<file path="config.mk">
export PLATFORM = sky130hd
export DESIGN_NAME = csr_counter_unit_flat
export DESIGN_NICKNAME = d
export VERILOG_FILES = /design/src/rtl/csr_counter_unit_if.sv /design/src/rtl/csr_counter_unit.sv /design/src/flat_wrapper.sv
export SDC_FILE = /design/constraint.sdc
export NUM_CORES = 1
export LEC_CHECK = 0
export CAP_MARGIN = 20
export CELL_PAD_IN_SITES_DETAIL_PLACEMENT = 0
export CELL_PAD_IN_SITES_GLOBAL_PLACEMENT = 1
export CORE_UTILIZATION = 49
export CTS_CLUSTER_DIAMETER = 150
export CTS_CLUSTER_SIZE = 12
export DETAILED_ROUTE_END_ITERATION = 8
export PLACE_DENSITY_LB_ADDON = 0.05
export SLEW_MARGIN = 20
export SYNTH_ARGS = -nofsm -noshare
export SYNTH_HDL_FRONTEND = slang
export SYNTH_SLANG_ARGS = --single-unit
</file>
<file path="constraint.sdc">
create_clock -name clk -period 4.65 [get_ports clk]
set_input_delay 0.93 -clock clk [delete_from_list [all_inputs] [get_ports clk]]
set_output_delay 0.93 -clock clk [all_outputs]
set_load 0.005 [all_outputs]
</file>
<file path="src/rtl/csr_counter_unit_if.sv">
// CSR request/response bus between the core's CSR datapath (master) and
// the counter unit (slave).
interface csr_counter_unit_if;
    logic        req_valid;
    logic        req_ready;
    logic [11:0] req_addr;
    logic [1:0]  req_op;
    logic [31:0] req_wdata;
    logic        rsp_valid;
    logic        rsp_ready;
    logic [31:0] rsp_rdata;
    logic        rsp_err;

    modport master (
        output req_valid, req_addr, req_op, req_wdata, rsp_ready,
        input  req_ready, rsp_valid, rsp_rdata, rsp_err
    );

    modport slave (
        input  req_valid, req_addr, req_op, req_wdata, rsp_ready,
        output req_ready, rsp_valid, rsp_rdata, rsp_err
    );
endinterface

</file>
<file path="src/rtl/csr_counter_unit.sv">
// Machine counter CSR responder (mcycle/minstret plus read-only 0xCxx
// aliases). Performs CSRRW/CSRRS/CSRRC on one 32-bit half per request and
// returns the old value two cycles after acceptance.
// Optional feature macro: MCOUNTINHIBIT_EN adds CSR 0x320 (CY bit0, IR bit2).
module csr_counter_unit #(
    parameter int               CNT_W     = 64,
    parameter logic [CNT_W-1:0] CYCLE_RST = '0
) (
    input  logic                clk,
    input  logic                reset,
    csr_counter_unit_if.slave   bus,
    input  logic                instret_inc
);

    localparam int HI_W = CNT_W - 32;

    localparam logic [1:0] OP_RD = 2'b00;
    localparam logic [1:0] OP_RW = 2'b01;
    localparam logic [1:0] OP_RS = 2'b10;
    localparam logic [1:0] OP_RC = 2'b11;

    typedef enum logic [1:0] {
        ST_IDLE,
        ST_EXEC,
        ST_RESP
    } state_t;

    state_t state;
    state_t state_nxt;

    // read-modify-write result for the three write flavours
    function automatic logic [31:0] rmw_f(input logic [1:0]  op,
                                          input logic [31:0] old,
                                          input logic [31:0] opnd);
        logic [31:0] r;
        case (op)
            OP_RW:   r = opnd;
            OP_RS:   r = old | opnd;
            OP_RC:   r = old & ~opnd;
            default: r = old;
        endcase
        return r;
    endfunction

    // set/clear with a zero operand are pure reads
    function automatic logic is_write_f(input logic [1:0]  op,
                                        input logic [31:0] opnd);
        logic w;
        if (op == OP_RD)
            w = 1'b0;
        else if (op == OP_RW)
            w = 1'b1;
        else
            w = (opnd != 32'd0);
        return w;
    endfunction

    // upper counter half, zero-extended to a CSR word
    function automatic logic [31:0] hi_word_f(input logic [CNT_W-1:0] v);
        logic [31:0] r;
        r = '0;
        r[HI_W-1:0] = v[CNT_W-1:32];
        return r;
    endfunction

    logic [CNT_W-1:0] cycle;
    logic [CNT_W-1:0] instret;
    logic             inh_cy;
    logic             inh_ir;

    logic [11:0] addr_p0;
    logic [1:0]  op_p0;
    logic [31:0] wdata_p0;

    logic        hit_cyc_lo;
    logic        hit_cyc_hi;
    logic        hit_ins_lo;
    logic        hit_ins_hi;
    logic        hit_inh;
    logic        is_alias;
    logic        mapped;
    logic [31:0] old_val;
    logic [31:0] new_val;
    logic        wr_req;
    logic        err;
    logic        commit;
    logic        req_ready_c;
    logic        rsp_valid_c;

    logic [31:0] rsp_rdata_q;
    logic        rsp_err_q;

    // state register
    always_ff @(posedge clk) begin
        if (reset)
            state <= ST_IDLE;
        else
            state <= state_nxt;
    end

    // next-state and handshake outputs
    always_comb begin
        state_nxt   = state;
        req_ready_c = 1'b0;
        rsp_valid_c = 1'b0;
        case (state)
            ST_IDLE: begin
                req_ready_c = 1'b1;
                if (bus.req_valid)
                    state_nxt = ST_EXEC;
            end
            ST_EXEC: begin
                state_nxt = ST_RESP;
            end
            ST_RESP: begin
                rsp_valid_c = 1'b1;
                if (bus.rsp_ready)
                    state_nxt = ST_IDLE;
            end
            default: begin
                state_nxt = ST_IDLE;
            end
        endcase
    end

    assign bus.req_ready = req_ready_c;
    assign bus.rsp_valid = rsp_valid_c;
    assign bus.rsp_rdata = rsp_rdata_q;
    assign bus.rsp_err   = rsp_err_q;

    // ---- stage p0: request captured on accept ----
    // request fields latched on acceptance; no reset needed, only used in EXEC
    always_ff @(posedge clk) begin
        if (state == ST_IDLE && bus.req_valid) begin
            addr_p0  <= bus.req_addr;
            op_p0    <= bus.req_op;
            wdata_p0 <= bus.req_wdata;
        end
    end

    // address decode and old-value selection for the EXEC cycle
    always_comb begin
        hit_cyc_lo = 1'b0;
        hit_cyc_hi = 1'b0;
        hit_ins_lo = 1'b0;
        hit_ins_hi = 1'b0;
        hit_inh    = 1'b0;
        is_alias   = 1'b0;
        case (addr_p0)
            12'hB00: hit_cyc_lo = 1'b1;
            12'hB80: hit_cyc_hi = 1'b1;
            12'hB02: hit_ins_lo = 1'b1;
            12'hB82: hit_ins_hi = 1'b1;
            12'hC00: begin hit_cyc_lo = 1'b1; is_alias = 1'b1; end
            12'hC80: begin hit_cyc_hi = 1'b1; is_alias = 1'b1; end
            12'hC02: begin hit_ins_lo = 1'b1; is_alias = 1'b1; end
            12'hC82: begin hit_ins_hi = 1'b1; is_alias = 1'b1; end
`ifdef MCOUNTINHIBIT_EN
            12'h320: hit_inh = 1'b1;
`endif
            default: ;
        endcase
        mapped = hit_cyc_lo | hit_cyc_hi | hit_ins_lo | hit_ins_hi | hit_inh;

        old_val = '0;
        if (hit_cyc_lo)
            old_val = cycle[31:0];
        else if (hit_cyc_hi)
            old_val = hi_word_f(cycle);
        else if (hit_ins_lo)
            old_val = instret[31:0];
        else if (hit_ins_hi)
            old_val = hi_word_f(instret);
        else if (hit_inh)
            old_val = {29'd0, inh_ir, 1'b0, inh_cy};

        new_val = rmw_f(op_p0, old_val, wdata_p0);
        wr_req  = is_write_f(op_p0, wdata_p0);
        err     = !mapped || (is_alias && wr_req);
        commit  = (state == ST_EXEC) && wr_req && !err;
    end

    // ---- stage p1: EXEC commit and response capture ----
    // cycle counter: a committed write replaces one half and skips that cycle's increment
    always_ff @(posedge clk) begin
        if (reset)
            cycle <= CYCLE_RST;
        else if (commit && hit_cyc_lo)
            cycle <= {cycle[CNT_W-1:32], new_val};
        else if (commit && hit_cyc_hi)
            cycle <= {new_val[HI_W-1:0], cycle[31:0]};
        else if (!inh_cy)
            cycle <= cycle + CNT_W'(1);
    end

    // instret counter: same collision rule, counts retire pulses
    always_ff @(posedge clk) begin
        if (reset)
            instret <= '0;
        else if (commit && hit_ins_lo)
            instret <= {instret[CNT_W-1:32], new_val};
        else if (commit && hit_ins_hi)
            instret <= {new_val[HI_W-1:0], instret[31:0]};
        else if (instret_inc && !inh_ir)
            instret <= instret + CNT_W'(1);
    end

`ifdef MCOUNTINHIBIT_EN
    // inhibit bits; a new value gates counting from the following cycle
    always_ff @(posedge clk) begin
        if (reset) begin
            inh_cy <= 1'b0;
            inh_ir <= 1'b0;
        end else if (commit && hit_inh) begin
            inh_cy <= new_val[0];
            inh_ir <= new_val[2];
        end
    end
`else
    assign inh_cy = 1'b0;
    assign inh_ir = 1'b0;
`endif

    // response word captured in EXEC and held until the next EXEC
    always_ff @(posedge clk) begin
        if (reset) begin
            rsp_rdata_q <= '0;
            rsp_err_q   <= 1'b0;
        end else if (state == ST_EXEC) begin
            rsp_rdata_q <= err ? 32'd0 : old_val;
            rsp_err_q   <= err;
        end
    end

endmodule

</file>
<file path="src/flat_wrapper.sv">
// flat-port wrapper written by rule: the top's interface ports become plain ports
module csr_counter_unit_flat 
#(
    parameter int               CNT_W     = 64,
    parameter logic [CNT_W-1:0] CYCLE_RST = '0
)
  (clk, reset, instret_inc, bus_req_valid, bus_req_addr, bus_req_op, bus_req_wdata, bus_rsp_ready, bus_req_ready, bus_rsp_valid, bus_rsp_rdata, bus_rsp_err);
  csr_counter_unit_if bus_i ();
  input  logic clk;
  input  logic reset;
  input  logic instret_inc;
  input wire logic [$bits(bus_i.req_valid)-1:0] bus_req_valid;
  input wire logic [$bits(bus_i.req_addr)-1:0] bus_req_addr;
  input wire logic [$bits(bus_i.req_op)-1:0] bus_req_op;
  input wire logic [$bits(bus_i.req_wdata)-1:0] bus_req_wdata;
  input wire logic [$bits(bus_i.rsp_ready)-1:0] bus_rsp_ready;
  output wire logic [$bits(bus_i.req_ready)-1:0] bus_req_ready;
  output wire logic [$bits(bus_i.rsp_valid)-1:0] bus_rsp_valid;
  output wire logic [$bits(bus_i.rsp_rdata)-1:0] bus_rsp_rdata;
  output wire logic [$bits(bus_i.rsp_err)-1:0] bus_rsp_err;
  assign bus_i.req_valid = bus_req_valid;
  assign bus_i.req_addr = bus_req_addr;
  assign bus_i.req_op = bus_req_op;
  assign bus_i.req_wdata = bus_req_wdata;
  assign bus_i.rsp_ready = bus_rsp_ready;
  assign bus_req_ready = bus_i.req_ready;
  assign bus_rsp_valid = bus_i.rsp_valid;
  assign bus_rsp_rdata = bus_i.rsp_rdata;
  assign bus_rsp_err = bus_i.rsp_err;
  csr_counter_unit #(.CNT_W(CNT_W), .CYCLE_RST(CYCLE_RST)) u_core (.clk(clk), .reset(reset), .bus(bus_i), .instret_inc(instret_inc));
endmodule
</file>
# After elaboration in Yosys (flattened, before gate mapping)
# Index checks and enable logic that the tools add are counted.
[op_classes]
magnitude_cmp = 0
muxes = 23
shifts = 0
n_mul = 0
div_mod_pow = 0
add_sub_neg = 2
n_reduce_logical = 24
bitwise = 7
eq_ne = 17
[ops]
columns = ["cell", "count"]
rows = [
  ["two-way mux 32 bit", 7],
  ["two-way mux 64 bit", 3],
  ["adder 64 x 1 -> 64 bit, second input constant", 2],
  ["equality test 12 bit, second input constant", 8],
  ["one-hot mux 32 bit (3 select lines)", 1],
  ["bitwise AND 32 bit", 1],
  ["inverter 32 bit", 1],
  ["OR 32 bit", 1],
  ["nonzero test 32 bit", 1],
  ["two-way mux 1 bit", 9],
  ["logical AND 1 bit", 8],
  ["OR reduction 2 bit", 4],
  ["equality test 2 bit, second input constant", 3],
  ["one-hot mux 2 bit (3 select lines)", 1],
  ["AND reduction 2 bit", 3],
  ["equality test 2 x 1 -> 1 bit, second input constant", 2],
  ["logical NOT 2 bit", 2],
  ["two-way mux 2 bit", 2],
  ["inequality test 2 x 1 -> 1 bit, second input constant", 2],
  ["inequality test 2 bit, second input constant", 2],
  ["nonzero test 2 bit", 2],
  ["OR reduction 4 bit", 1],
  ["OR 1 bit", 3],
  ["logical NOT 1 bit", 2],
  ["other kinds (2)", 2],
]
[totals]
latchBits = 0
mem_bits_rw = 0
output_inout_bits = 35
romBits = 0
regBits = 209
wordCells = 83
n_memories = 0
in_bits = 51

# Logic depth before layout (Yosys ltp)
[logic_depth]
ltp_word = 13
mapped_depth = 11
ltp_nobuf = 8

# Least setup slack after synthesis
# Ideal clock, no wire load.
[synth_timing]
path_kind = "reg-to-reg"
from = "register u_core.wdata_p0[8]"
to = "register u_core.cycle[11]"
n_path_buf = 2
stages_incl_launch_ff = 10
path_slack_ps = 1963
t_arrival_ps = 2555
period_less_slack_ps = 2687
setup_time_ps = 132
cell_sequence = "edfxtp_1 or4_1 or3_1 or4_1 buf_2 and4_1 clkbuf_1 a21o_1 a21oi_1 a21oi_1"
[synth_via]
elab_chain_cells = 9
elab_cells_between_ends = 12
[synth_lines]
columns = ["item", "line_no", "source"]
rows = [
  ["start: declaration", "csr_counter_unit.sv:73", "logic [31:0] wdata_p0;"],
  ["start signal: assignment", "csr_counter_unit.sv:137", "wdata_p0 <= bus.req_wdata;"],
  ["nonzero test 32 bit *", "csr_counter_unit.sv:54", "w = (opnd != 32'd0);"],
  ["two-way mux 1 bit *", "csr_counter_unit.sv:51", "else if (op == OP_RW)"],
  ["two-way mux 1 bit *", "csr_counter_unit.sv:49", "if (op == OP_RD)"],
  ["logical AND 1 bit", "csr_counter_unit.sv:179", "err = !mapped || (is_alias && wr_req);"],
  ["logical OR 1 bit", "csr_counter_unit.sv:179", ""],
  ["logical NOT 1 bit", "csr_counter_unit.sv:180", "commit = (state == ST_EXEC) && wr_req && !err;"],
  ["logical AND 1 bit *", "csr_counter_unit.sv:180", ""],
  ["logical AND 1 bit, on equally long branches", "csr_counter_unit.sv:190, csr_counter_unit.sv:188", ""],
  ["inequality test 2 x 1 -> 1 bit (no source line) / two-way mux 32 bit (equally long branches)", "n/a", ""],
  ["end signal: assignment", "csr_counter_unit.sv:189", "cycle <= {cycle[CNT_W-1:32], new_val};"],
  ["end signal: assignment", "csr_counter_unit.sv:191", "cycle <= {new_val[HI_W-1:0], cycle[31:0]};"],
  ["end signal: assignment", "csr_counter_unit.sv:193", "cycle <= cycle + CNT_W'(1);"],
  ["end: declaration", "csr_counter_unit.sv:66", "logic [CNT_W-1:0] cycle;"],
]
# Every way passes the cells marked *; elsewhere a longest branch is shown, timed or not.
# A chain may end at the register's enable or synchronous reset.

# Worst setup path after layout
[layout_timing]
from = "register u_core.addr_p0[0]"
to = "register u_core.instret[4]"
[layout_via]
elab_chain_cells = 13
elab_cells_between_ends = 39
[layout_lines]
columns = ["item", "line_no", "source"]
rows = [
  ["start: declaration", "csr_counter_unit.sv:71", "logic [11:0] addr_p0;"],
  ["start signal: assignment", "csr_counter_unit.sv:135", "addr_p0 <= bus.req_addr;"],
  ["equality test 12 bit", "csr_counter_unit.sv:149", "case (addr_p0)"],
  ["OR reduction 2 bit (no source line)", "n/a", ""],
  ["two-way mux 1 bit", "csr_counter_unit.sv:149", ""],
  ["OR 1 bit (3 in a row)", "csr_counter_unit.sv:163", "mapped = hit_cyc_lo | hit_cyc_hi | hit_ins_lo | hit_ins_hi | hit_inh;"],
  ["logical NOT 1 bit", "csr_counter_unit.sv:179", ""],
  ["logical OR 1 bit", "csr_counter_unit.sv:179", ""],
  ["logical NOT 1 bit", "csr_counter_unit.sv:180", ""],
  ["logical AND 1 bit", "csr_counter_unit.sv:180", ""],
  ["logical AND 1 bit, on equally long branches", "csr_counter_unit.sv:202, csr_counter_unit.sv:200", ""],
  ["inequality test 2 x 1 -> 1 bit (no source line) / nonzero test 2 bit (equally long branches)", "n/a", ""],
  ["AND reduction 2 bit (no source line)", "n/a", ""],
  ["end signal: assignment", "csr_counter_unit.sv:201", "instret <= {instret[CNT_W-1:32], new_val};"],
  ["end signal: assignment", "csr_counter_unit.sv:203", "instret <= {new_val[HI_W-1:0], instret[31:0]};"],
  ["end signal: assignment", "csr_counter_unit.sv:205", "instret <= instret + CNT_W'(1);"],
  ["end: declaration", "csr_counter_unit.sv:67", "logic [CNT_W-1:0] instret;"],
]
# Parallel ways exist; a longest one is shown, timed or not.

==> out/qor.json <==
{
  "run_status": "completed",
  "worst-slew-pin-transition_ns": 1.20,
  "setup-tns-final_ns": 0,
  "rr_worst_depth": 8,
  "crit_arrival_ns": 4.37,
  "design.final.nets": 1572,
  "cts_tree": "built",
  "proportion_of_synthesized_area_in_mux_cells": 0.0666,
  "clk-insertion-delay-late_ns": 0.53,
  "post-cts-setup-buffers": 0,
  "setup_viol": 0,
  "switching_share": 0.273,
  "r2r_setup_slack_ns": 0.73,
  "avgRoutedWirePerCell_um": 28.4,
  "synthFlopType": "sky130_fd_sc_hd__dfxtp_1",
  "core_area_mm2": 0.0246,
  "power.density_mw_per_mm2": 280,
  "cellInternalPower_mw": 2.88,
  "max_cap_viols": 0,
  "number_of_standard_cells_in_the_final_layout_excluding_fillers": 1851,
  "drtIter0Drc": 1826,
  "worst_endpoint_required_time_ns": 5.10,
  "period_share": 0.843,
  "yosys.area_share.adder": 0.00202,
  "max_clock_freq_mhz": 255,
  "yosys.area_share.xor_xnor": 0.0480,
  "number_of_global_route_vias_before_repair": 11500,
  "cts.root.buffer_cell": "sky130_fd_sc_hd__clkbuf_16",
  "cts_hold_buf": 0,
  "mappedNetlistArea_mm2": 0.0124,
  "drt-total-wl_mm": 52.5,
  "power.switching_mw": 1.08,
  "antenna_found_initial": 3,
  "critPathMaxFanout": 30,
  "firstDrtPassIters": 6,
  "core.rowCount": 57,
  "timing.hold.worst_path_depth": 2,
  "syn_area_per_cell_um2": 8.37,
  "drive_gt1_frac": 0.0872,
  "fin_crit_ns": 3.92,
  "detail-route-antenna-nets": 0,
  "synth_warnings": 0,
  "dieArea_mm2": 0.0260,
  "synth.cells.most_frequent": "192 x sky130_fd_sc_hd__nand2_1, 163 x sky130_fd_sc_hd__dfxtp_1, 130 x sky130_fd_sc_hd__nor2_1, 127 x sky130_fd_sc_hd__a21oi_1, 83 x sky130_fd_sc_hd__clkbuf_1",
  "yosys.cell_count.top_type": "sky130_fd_sc_hd__nand2_1",
  "vdd_ir_drop_max_mv": 0.284,
  "synthDominantAreaCellType": "sky130_fd_sc_hd__dfxtp_1",
  "cts_inserted_buffers": 21,
  "cp-end-kind": "register",
  "static-leakage-power_nw": 4.48,
  "min_path_type": "reg -> reg",
  "clockPowerShare": 0.398,
  "finalHoldViolCount": 0,
  "compound_gate_fraction_of_synth_area": 0.201,
  "comb_power_share": 0.106,
  "synth.ff_latch_count": 209,
  "first_pass_grt_wire_length_mm": 77.1,
  "place.gp.congestion": 0.989,
  "worst_path_max_delay_cell": "sky130_fd_sc_hd__nor4_1",
  "htree_levels": 1,
  "syn-num-nets": 1535,
  "synth-edff-count": 46,
  "floorplan.io_pins": 86,
  "largest_net_degree_at_the_start_of_global_routing": 73,
  "critical_path.max_stage_delay_ns": 1.02,
  "postSynthCellCount": 1482,
  "numPortBuffers": 85,
  "synth.area.top_cells": "sky130_fd_sc_hd__dfxtp_1 26%, sky130_fd_sc_hd__edfxtp_1 11%, sky130_fd_sc_hd__nand2_1 5.8%",
  "dp_hpwl_mm": 38.5,
  "finClkSkew_ns": 0.0228,
  "globalRouteOverflowTotal": 0,
  "slew_viol_final": 0,
  "share_of_the_synthesized_area_in_the_top_cell_type": 0.263,
  "dp_cells": 1820,
  "final_routed_drc_violation_total": 0,
  "effective_utilization_at_floorplan": 0.504,
  "avgViaCountPerCell": 6.87,
  "crit_type": "reg -> reg",
  "ys_types": 79,
  "part_of_the_total_power_dissipated_in_sequential_elements": 0.496,
  "chipHeight_um": 161,
  "grt_util_all_layers": 0.402,
  "cts-resized-gates": 0,
  "grt_setup_unrepaired": "no",
  "cts.sinks": 209,
  "worstPathCellList": "nor4b_2 > o211ai_1 > nor4_1 > a21oi_2 > buf_4 > nor2_2 > o21ai_0 > a21oi_1",
  "synthToLayoutAreaGrowth_pct": 13.9,
  "post_synth_and_or_nand_nor_area_fraction": 0.267,
  "vias": 12700,
  "yosysSeqAreaShare": 0.374,
  "synth_top_family_by_area": "simple AND/OR/NAND/NOR gates",
  "async_flop_share": 0,
  "clock_tree.buffer_depth": 3,
  "slew_headroom": 0.199,
  "clk_pin_slew_ns": 0.06,
  "timing.critical_path.from_type": "register",
  "die-width_um": 161
}
==> power groups by stage <==
| stage | registers [mW] | clock network (mW) | logic (mW) |
|---|---|---|---|
| after floorplan | 1.98 | 0 | 0.234 |
| after global placement | 2.00 | 0 | 0.401 |
| after detailed placement | 2.00 | 0 | 0.402 |
| after CTS | 1.96 | 1.58 | 0.403 |
| after global routing | 1.97 | 1.66 | 0.434 |
| final | 1.96 | 1.58 | 0.419 |
==> critical path: cells and delay by family (launching register included) <==
kind	cells	cell delay (ns)
compound gates	4	0.74
flops	1	0.42
simple gates	3	2.39
buf+inv	1	0.29
==> layer usage <==
layer / wire length (um) / GRT usage / part of all wire / vias up
li1: - / - / - / 5596
met1: 21400 / 0.576 / 0.41 / 6122
met2: 21600 / 0.575 / 0.41 / 834
met3: 6440 / 0.0796 / 0.12 / 160
met4: 3050 / 0.196 / 0.058 / 0
met5: 0 / 0 / 0 / -
==> state kept, by name, indices dropped and copies added, names as in the netlist <==
signal,flops
u_core.op_p0,2
u_core.addr_p0,12
u_core.state,2
u_core.bus.rsp_err,1
u_core.cycle,64
u_core.wdata_p0,32
u_core.instret,64
u_core.bus.rsp_rdata,32
==> placed cells by master (no fill, tap or decap), drive strengths merged, types with 9 or more instances in the layout <==
cell type | netlist | final
and4 | 13 | 13
and3 | 30 | 30
nand3 | 75 | 75
o21ai | 45 | 45
a21oi | 127 | 127
nor4 | 40 | 40
and2 | 17 | 17
clkbuf | 83 | 28
mux2i | 9 | 9
or3 | 16 | 16
a32oi | 13 | 13
a211oi | 46 | 46
buf | 23 | 36
a31oi | 17 | 17
dfxtp | 163 | 163
mux4 | 29 | 29
inv | 16 | 18
clkdlybuf4s50 | 0 | 84
o21bai | 15 | 15
nor3 | 55 | 55
xnor2 | 54 | 54
a22oi | 43 | 43
edfxtp | 46 | 46
xor2 | 14 | 14
or4 | 10 | 10
nor2 | 131 | 131
nand4 | 36 | 36
nand2b | 10 | 10
a21o | 18 | 18
nand2 | 192 | 192
==> path summary, 6_finish.rpt <==
check / end / start
max reg2reg: u_core.instret[4] / u_core.addr_p0[0]
max: u_core.instret[4] / u_core.addr_p0[0]
min: u_core.bus.rsp_rdata[25] / u_core.bus.rsp_rdata[25]
min reg2reg: u_core.bus.rsp_rdata[25] / u_core.bus.rsp_rdata[25]
==> cell type report <==
class / count / area, um^2
fillers: 2323 / 10500
multi-input cells: 1151 / 7310
inverters: 16 / 60.1
clock inverters: 2 / 17.5
diodes: 1 / 2.50
clock buffers: 28 / 552
well taps: 324 / 405
flip-flops and latches: 209 / 4640
repair buffers: 120 / 1140
==> stage by stage <==
stage,setup WS (ns),util,area [um^2],hold slack (ns),power [mW]
floorplan,1.96,-,12400,0.453,2.21
global placement,0.961,0.551,13600,0.442,2.40
detailed placement,0.906,0.551,13600,0.447,2.40
CTS,0.861,0.574,14100,0.455,3.94
global route,0.628,0.574,14100,0.471,4.06
finish,0.728,0.574,14100,0.453,3.96
==> kinds of logic (layout without fill, tap and decap cells) <==
group / after synthesis / after routing
xor gates and xnor gates: 68 / 68
adders and majority gates: 2 / 2
DFF: 209 / 209
other: 0 / 1
AOI/OAI and AO/OA: 379 / 379
and+or+nand+nor: 657 / 657
buffers and inverters: 122 / 166
muxes: 45 / 45
Note: power is estimated with default switching activity, not from simulation.
